File: src/rtl/transmit_pulse_ctrl_pkg.sv
// Shared definitions for the transmit pulse controller and its receive-side peer.
package transmit_pulse_ctrl_pkg;

  typedef enum logic [2:0] {StIdle, StGen, StLead, StMa, StTail} tx_state_e;

  localparam logic [15:0] OFFS_PERIOD   = 16'd0;
  localparam logic [15:0] OFFS_LEAD     = 16'd1;
  localparam logic [15:0] OFFS_MA_W     = 16'd2;
  localparam logic [15:0] OFFS_TAIL     = 16'd3;
  localparam logic [15:0] OFFS_TRIG_SRC = 16'd4;

  localparam logic SW_ON  = 1'b0;
  localparam logic SW_OFF = 1'b1;

  // Edge codes as {previous, current} of a synchronized level
  localparam logic [1:0] RAISE = 2'b01;
  localparam logic [1:0] FALL  = 2'b10;

  localparam logic [7:0] MODE_TX_SINGLE = 8'd1;
  localparam logic [7:0] MODE_TX_DUAL   = 8'd3;

  localparam logic [15:0] LEAD_DEFAULT = 16'd10;
  localparam logic [15:0] MA_W_DEFAULT = 16'd20;
  localparam logic [15:0] TAIL_DEFAULT = 16'd30;

  function automatic logic is_tx_mode(input logic [7:0] mode);
    return (mode == MODE_TX_SINGLE) || (mode == MODE_TX_DUAL);
  endfunction

  function automatic logic [15:0] at_least_one(input logic [15:0] val);
    return (val == 16'd0) ? 16'd1 : val;
  endfunction

endpackage

File: src/rtl/transmit_pulse_ctrl_edge_sync.sv
// Two-flop synchronizer with a single-cycle pulse on each rising edge of the input.
module edge_sync
  import transmit_pulse_ctrl_pkg::*;
(
  input  logic clk_i,
  input  logic rst_i,
  input  logic d_i,
  output logic rise_o
);

  logic meta_q, sync_q, prev_q;

  always_ff @(posedge clk_i or posedge rst_i) begin
    if (rst_i) begin
      meta_q <= 1'b0;
      sync_q <= 1'b0;
      prev_q <= 1'b0;
    end else begin
      meta_q <= d_i;
      sync_q <= meta_q;
      prev_q <= sync_q;
    end
  end

  assign rise_o = ({prev_q, sync_q} == RAISE);

endmodule

File: src/rtl/transmit_pulse_ctrl.sv
// Per-shot PRE_GEN / RF_MA / transmit-switch sequencer with host-programmable timing.
module transmit_pulse_ctrl
  import transmit_pulse_ctrl_pkg::*;
#(
  parameter logic        ON        = SW_ON,
  parameter logic        OFF       = SW_OFF,
  parameter int unsigned GEN_WIDTH = 2,
  parameter int unsigned ADDR_BASE = 161
) (
  input  logic        CLOCK_10M,
  input  logic        RST,
  input  logic        TR,
  input  logic [15:0] ADDR,
  input  logic [31:0] DATA,
  input  logic        TX_EN,
  input  logic [7:0]  PROBE_MODE,
  input  logic        EXT_TRIG,
  output logic        PRE_GEN,
  output logic        RF_MA,
  output logic        TRANSMIT_SW,
  output logic        BUSY
);

  localparam logic [15:0] GEN_LOAD = 16'(GEN_WIDTH - 1);

  logic        tr_rise, ext_rise;
  logic [15:0] period_q, lead_q, ma_w_q, tail_q;
  logic        trig_src_q;
  logic [15:0] reg_offs;
  logic        unused_data;
  logic        shot_en, int_fire, trig;
  logic [15:0] per_cnt_q;

  tx_state_e   state_q;
  logic [15:0] cnt_q, lead_sh_q, ma_sh_q, tail_sh_q;
  logic        pre_gen_q, rf_ma_q, sw_q, busy_q;

  edge_sync u_tr_sync (
    .clk_i  (CLOCK_10M),
    .rst_i  (RST),
    .d_i    (TR),
    .rise_o (tr_rise)
  );

  edge_sync u_trig_sync (
    .clk_i  (CLOCK_10M),
    .rst_i  (RST),
    .d_i    (EXT_TRIG),
    .rise_o (ext_rise)
  );

  assign reg_offs    = ADDR - 16'(ADDR_BASE);
  assign unused_data = ^DATA[31:16];

  // ADDR/DATA are held while TR is high, so they are stable when the synced edge arrives
  always_ff @(posedge CLOCK_10M or posedge RST) begin
    if (RST) begin
      period_q   <= 16'd0;
      lead_q     <= LEAD_DEFAULT;
      ma_w_q     <= MA_W_DEFAULT;
      tail_q     <= TAIL_DEFAULT;
      trig_src_q <= 1'b0;
    end else if (tr_rise) begin
      case (reg_offs)
        OFFS_PERIOD:   period_q   <= DATA[15:0];
        OFFS_LEAD:     lead_q     <= DATA[15:0];
        OFFS_MA_W:     ma_w_q     <= DATA[15:0];
        OFFS_TAIL:     tail_q     <= DATA[15:0];
        OFFS_TRIG_SRC: trig_src_q <= DATA[0];
        default: ;
      endcase
    end
  end

  assign shot_en  = TX_EN && is_tx_mode(PROBE_MODE);
  assign int_fire = shot_en && (period_q != 16'd0) && (per_cnt_q >= period_q);
  assign trig     = trig_src_q ? int_fire : ext_rise;

  // >= rather than == so a PERIOD shrunk below the running count still wraps promptly
  always_ff @(posedge CLOCK_10M or posedge RST) begin
    if (RST) begin
      per_cnt_q <= 16'd0;
    end else if (!shot_en || (period_q == 16'd0) || (per_cnt_q >= period_q)) begin
      per_cnt_q <= 16'd0;
    end else begin
      per_cnt_q <= per_cnt_q + 16'd1;
    end
  end

  always_ff @(posedge CLOCK_10M or posedge RST) begin
    if (RST) begin
      state_q   <= StIdle;
      cnt_q     <= 16'd0;
      lead_sh_q <= 16'd0;
      ma_sh_q   <= 16'd0;
      tail_sh_q <= 16'd0;
      pre_gen_q <= 1'b0;
      rf_ma_q   <= 1'b0;
      sw_q      <= OFF;
      busy_q    <= 1'b0;
    end else if (!shot_en) begin
      state_q   <= StIdle;
      cnt_q     <= 16'd0;
      pre_gen_q <= 1'b0;
      rf_ma_q   <= 1'b0;
      sw_q      <= OFF;
      busy_q    <= 1'b0;
    end else begin
      unique case (state_q)
        StIdle: begin
          if (trig) begin
            state_q   <= StGen;
            cnt_q     <= GEN_LOAD;
            lead_sh_q <= lead_q;
            ma_sh_q   <= ma_w_q;
            tail_sh_q <= tail_q;
            pre_gen_q <= 1'b1;
            sw_q      <= ON;
            busy_q    <= 1'b1;
          end
        end
        StGen: begin
          if (cnt_q != 16'd0) begin
            cnt_q <= cnt_q - 16'd1;
          end else begin
            state_q   <= StLead;
            cnt_q     <= at_least_one(lead_sh_q) - 16'd1;
            pre_gen_q <= 1'b0;
          end
        end
        StLead: begin
          if (cnt_q != 16'd0) begin
            cnt_q <= cnt_q - 16'd1;
          end else if (ma_sh_q != 16'd0) begin
            state_q <= StMa;
            cnt_q   <= ma_sh_q - 16'd1;
            rf_ma_q <= 1'b1;
          end else if (tail_sh_q != 16'd0) begin
            state_q <= StTail;
            cnt_q   <= tail_sh_q - 16'd1;
          end else begin
            state_q <= StIdle;
            sw_q    <= OFF;
            busy_q  <= 1'b0;
          end
        end
        StMa: begin
          if (cnt_q != 16'd0) begin
            cnt_q <= cnt_q - 16'd1;
          end else begin
            rf_ma_q <= 1'b0;
            if (tail_sh_q != 16'd0) begin
              state_q <= StTail;
              cnt_q   <= tail_sh_q - 16'd1;
            end else begin
              state_q <= StIdle;
              sw_q    <= OFF;
              busy_q  <= 1'b0;
            end
          end
        end
        StTail: begin
          if (cnt_q != 16'd0) begin
            cnt_q <= cnt_q - 16'd1;
          end else begin
            state_q <= StIdle;
            sw_q    <= OFF;
            busy_q  <= 1'b0;
          end
        end
        default: state_q <= StIdle;
      endcase
    end
  end

  assign PRE_GEN     = pre_gen_q;
  assign RF_MA       = rf_ma_q;
  assign TRANSMIT_SW = sw_q;
  assign BUSY        = busy_q;

endmodule

File: config.mk
export PLATFORM = sky130hd
export DESIGN_NAME = transmit_pulse_ctrl
export DESIGN_NICKNAME = d
export VERILOG_FILES = /design/src/rtl/transmit_pulse_ctrl_pkg.sv /design/src/rtl/transmit_pulse_ctrl_edge_sync.sv /design/src/rtl/transmit_pulse_ctrl.sv
export SDC_FILE = /design/constraint.sdc
export NUM_CORES = 1
export LEC_CHECK = 0
export ABC_AREA = 0
export CAP_MARGIN = 10
export CORE_MARGIN = 10
export CORE_UTILIZATION = 50
export CTS_CLUSTER_DIAMETER = 80
export CTS_CLUSTER_SIZE = 25
export DETAILED_ROUTE_END_ITERATION = 12
export PLACE_DENSITY = 0.71
export SLEW_MARGIN = 20
export SYNTH_ARGS = -nofsm -noshare
export SYNTH_HDL_FRONTEND = slang
export SYNTH_SLANG_ARGS = --single-unit
File: constraint.sdc
create_clock -name CLOCK_10M -period 5.8 [get_ports CLOCK_10M]
set_input_delay 0.58 -clock CLOCK_10M [delete_from_list [all_inputs] [get_ports CLOCK_10M]]
set_output_delay 0.58 -clock CLOCK_10M [all_outputs]
set_load 0.02 [all_outputs]
==> flow_metrics.env <==
export IMPL_outcome="finished clean"
export IMPL_critPathMaxFanout=32
export IMPL_timing_final_hold_violations=0
export IMPL_clock_power_share=0.497
export IMPL_cts_resized=0
export IMPL_top_cell_type_s_share_of_synthesized_area=0.4299
export IMPL_post_synth_num_cell_types=83
export IMPL_clock_root_buffer_master="sky130_fd_sc_hd__clkbuf_16"
export IMPL_cts_max_level=4
export IMPL_layout_setup_ws_ps=1916
export IMPL_r2r_start="lead_sh_q[8]$_DFFE_PP0P_"
export IMPL_main_synth_ff_type="sky130_fd_sc_hd__dfrtp_1"
export IMPL_worst_hold_stages=0
export IMPL_floorplan_die_width_um=151.7
export IMPL_grt_max_degree=108
export IMPL_placement_setup_worst_slack_ps=1469
export IMPL_postSynth_asyncResetShare=1.000
export IMPL_period_needed_ps=3884
export IMPL_worst_setup_path_start_kind="input pin"
export IMPL_timing_worst_setup_path_type="input pin to flop"
export IMPL_total_of_fill_cells_in_the_finished_design=1476
export IMPL_synth_largest_area_cell="sky130_fd_sc_hd__dfrtp_1"
export IMPL_via_count=6603
export IMPL_port_buffers=47
export IMPL_synth_seq_area_share=0.4572
export IMPL_maxCapViolations=0
export IMPL_design_final_nets=930
export IMPL_final_max_slew_viol_count=0
export IMPL_antenna_cells_inserted=0
export IMPL_worst_r2r_endpoint="cnt_q[10]$_DFFE_PP0P_"
export IMPL_postCtsHoldBufs=0
export IMPL_power_net_switching_uw=518.0
export IMPL_cts_tree="yes"
export IMPL_drt_iter0_markers=581
export IMPL_p_sw_frac=0.2212
export IMPL_irDropWorstVdd_mv=0.2335
export IMPL_highest_clock_rate_mhz=257.4
export IMPL_worstSetupEndpointType="flop"
export IMPL_die_height_um=151.7
export IMPL_synth_cell_area_um2=8673
export IMPL_drive_gt1_frac=0.2198
export IMPL_num_rows=48
export IMPL_gr_usage_all_layers=0.2023
export IMPL_worstHoldEndpoint="u_trig_sync.sync_q$_DFF_PP0_"
export IMPL_synth_ff_latch_count=158
export IMPL_power_report_internal_total_uw=1823
export IMPL_number_of_remaining_drc_errors=0
export IMPL_worst_slew_margin_relative_to_its_limit=0.2766
export IMPL_aggregate_routed_wire_length_mm=22.32
export IMPL_gate_count_of_the_mapped_netlist=807
export IMPL_critical_path_required_ps=6120
export IMPL_first_pass_grt_wire_length_mm=36.23
export IMPL_leakagePower_uw=0.004552
export IMPL_detailed_place_hpwl_mm=16.28
export IMPL_wl_per_cell_um=20.57
export IMPL_r2r_worst_path_cells=11
export IMPL_clkTransAtPathRegs_ps=60
export IMPL_gr_total_overflow=0
export IMPL_yosys_top_cells_area="sky130_fd_sc_hd__dfrtp_1, sky130_fd_sc_hd__mux2_2, sky130_fd_sc_hd__xnor2_1"
export IMPL_clock_sinks=158
export IMPL_grt_pass1_vias=6507
export IMPL_timing_clock_skew_ps=9.347
export IMPL_ant_nets=0
export IMPL_area_growth_synth_to_final_pct=14.43
export IMPL_globalplace_congestion=0.9974
export IMPL_logic_gate_share_of_total_power=0.031
export IMPL_synthesis_nets=890
export IMPL_setup_violations_final=0
export IMPL_number_of_antenna_violations_at_the_first_check_in_global_routing=0
export IMPL_postCtsSetupRepairBufs=0
export IMPL_totalNegativeSetupSlack_ps=0
export IMPL_worst_endpoint_arrival_ps=4200
export IMPL_worstMarginPinSlew_ps=1080
export IMPL_post_synth_cell_area_avg_um2=10.75
export IMPL_hold_start="u_trig_sync.meta_q$_DFF_PP0_"
export IMPL_viasPerCell=6.086
export IMPL_cts_buffer_depth=2
export IMPL_min_period_over_period=0.6697
export IMPL_grt_setup_unrepaired="no"
export IMPL_synth_warnings=0
export IMPL_timing_reg2reg_setup_slack_ps=2230
export IMPL_die_area_um2=23010
export IMPL_synth_edff_count=0
export IMPL_sequentialPowerShare=0.472
export IMPL_ios=65
export IMPL_clk_latency_ps=440
export IMPL_drt_pre_antenna_iters=5
export IMPL_pwr_density_cell_nw_per_um2=235.9
export IMPL_worstHoldPathType="flop to flop"
export IMPL_coreArea_um2=17180
export IMPL_initial_utilization=0.5050
export IMPL_cts_buffers=17
synth_stat cells (all sizes together) (4+ instances only):
master  number
ha          22
o31ai       12
nand2b       6
nand3       24
nor4        21
buf         12
nor3b        7
and3         8
a31oi        8
o21ai       28
nor4b        5
xnor2       32
nor3        22
nand2       43
nor2        70
and2         5
xor2        21
inv         30
a211oi      15
a21oi       30
o22ai       10
mux2       113
clkbuf      17
dfstp        9
or2          6
o211ai       4
or4         10
dfrtp      149
nand3b       9
nand4        8
layer usage:
layer,wire length (µm),track usage
met3,1348,0.04336
met1,9686,0.2676
met4,693,0.08055
met5,0,0
met2,10600,0.3172
power groups by stage:
stage          sequential (µW)  combinational (µW)  clock (µW)
6_report                  1110                73.2        1160
5_1_grt                   1100                81.0        1240
4_1_cts                   1110                75.3        1180
3_5_place_dp              1130                75.1           0
3_3_place_gp              1130                74.7           0
2_1_floorplan             1130                27.2           0
layout make-up:
type | count | area, µm² | area share
Clock buffer | 18 | 429.2 | 0.04324
Clock inverter | 14 | 183.9 | 0.01853
Inverter | 30 | 117.6 | 0.01185
Multi-Input combinational cell | 590 | 4454 | 0.4488
Sequential cell | 158 | 3965 | 0.3995
Tap cell | 225 | 281.5 | 0.02837
Timing Repair Buffer | 50 | 493.0 | 0.04967
per-stage QoR:
| step | hold slack, ps | std cells | area [µm²] | utilization | power (µW) |
|---|---|---|---|---|---|
| after floorplan | 331.2 | 807 | 8673 | - | 1153 |
| after global placement | 336.3 | 1053 | 9311 | 0.5421 | 1200 |
| after detailed placement | 353.6 | 1053 | 9311 | 0.5421 | 1201 |
| after CTS | 369.3 | 1085 | 9925 | 0.5778 | 2361 |
| after global routing | 375.4 | 1085 | 9925 | 0.5778 | 2423 |
| final | 362.2 | 1085 | 9925 | 0.5778 | 2341 |
cells by family (layout without fill, tap and decap cells):
logic type / count (synthesis) / count (layout) / synth area share
xor+xnor: 53 / 53 / 0.05352
simple gates: 256 / 256 / 0.1643
fa+ha+maj: 22 / 22 / 0.03174
buf+inv: 59 / 112 / 0.02943
mux: 115 / 115 / 0.1490
flops: 158 / 158 / 0.4572
compound gates: 144 / 144 / 0.1148
critical path: stages:
cell                              delay (ps)
sky130_fd_sc_hd__clkdlybuf4s50_1         410
sky130_fd_sc_hd__nor4b_1                 460
sky130_fd_sc_hd__nand2_2                 410
sky130_fd_sc_hd__a41oi_1                 430
sky130_fd_sc_hd__nand2_1                 240
sky130_fd_sc_hd__o21ai_1                 240
sky130_fd_sc_hd__and3_2                  530
sky130_fd_sc_hd__buf_4                   480
sky130_fd_sc_hd__mux2_2                  390
registers in the layout (all words and copies together), names as in the netlist, 3 cells and up:
register / count
per_cnt_q: 16
ma_sh_q: 16
tail_sh_q: 16
cnt_q: 16
ma_w_q: 16
state_q: 3
tail_q: 16
lead_sh_q: 16
lead_q: 16
period_q: 16
cells in the final DEF (no fill, tap or decap), types with 4 or more instances in the layout:
cell / instances
sky130_fd_sc_hd__xnor2_1: 32
sky130_fd_sc_hd__inv_1: 29
sky130_fd_sc_hd__clkdlybuf4s50_1: 47
sky130_fd_sc_hd__and3_1: 7
sky130_fd_sc_hd__dfrtp_1: 149
sky130_fd_sc_hd__or4_1: 7
sky130_fd_sc_hd__o22ai_1: 10
sky130_fd_sc_hd__o21ai_0: 23
sky130_fd_sc_hd__o31ai_1: 10
sky130_fd_sc_hd__a211oi_1: 14
sky130_fd_sc_hd__a31oi_1: 8
sky130_fd_sc_hd__nand2b_1: 6
sky130_fd_sc_hd__clkbuf_16: 17
sky130_fd_sc_hd__nand3_1: 24
sky130_fd_sc_hd__nor2_1: 70
sky130_fd_sc_hd__nor3b_1: 5
sky130_fd_sc_hd__a21oi_1: 29
sky130_fd_sc_hd__nand3b_1: 9
sky130_fd_sc_hd__mux2_2: 110
sky130_fd_sc_hd__nand4_1: 7
sky130_fd_sc_hd__o211ai_1: 4
sky130_fd_sc_hd__nand2_1: 42
sky130_fd_sc_hd__ha_1: 22
sky130_fd_sc_hd__dfstp_2: 9
sky130_fd_sc_hd__xor2_1: 21
sky130_fd_sc_hd__nor4_1: 17
sky130_fd_sc_hd__nor3_1: 21
sky130_fd_sc_hd__or2_2: 5
how the worst max path moves through the flow:
| stage | startpoint | endpoint | slack, ps | cells past startpoint |
|---|---|---|---|---|
| CTS | PROBE_MODE[7] | tail_sh_q[5]$_DFFE_PP0P_ | 1930 | 9 |
| floorplan | RST | BUSY$_DFFE_PP0P_ | 970 | 1 |
| detailed placement | PROBE_MODE[7] | ma_sh_q[4]$_DFFE_PP0P_ | 1470 | 9 |
| global placement | PROBE_MODE[4] | ma_sh_q[0]$_DFFE_PP0P_ | 1610 | 9 |
| global route | PROBE_MODE[7] | ma_sh_q[4]$_DFFE_PP0P_ | 1640 | 9 |
| finish | PROBE_MODE[7] | tail_sh_q[5]$_DFFE_PP0P_ | 1920 | 9 |
Note: power is estimated with default switching activity, not from simulation.
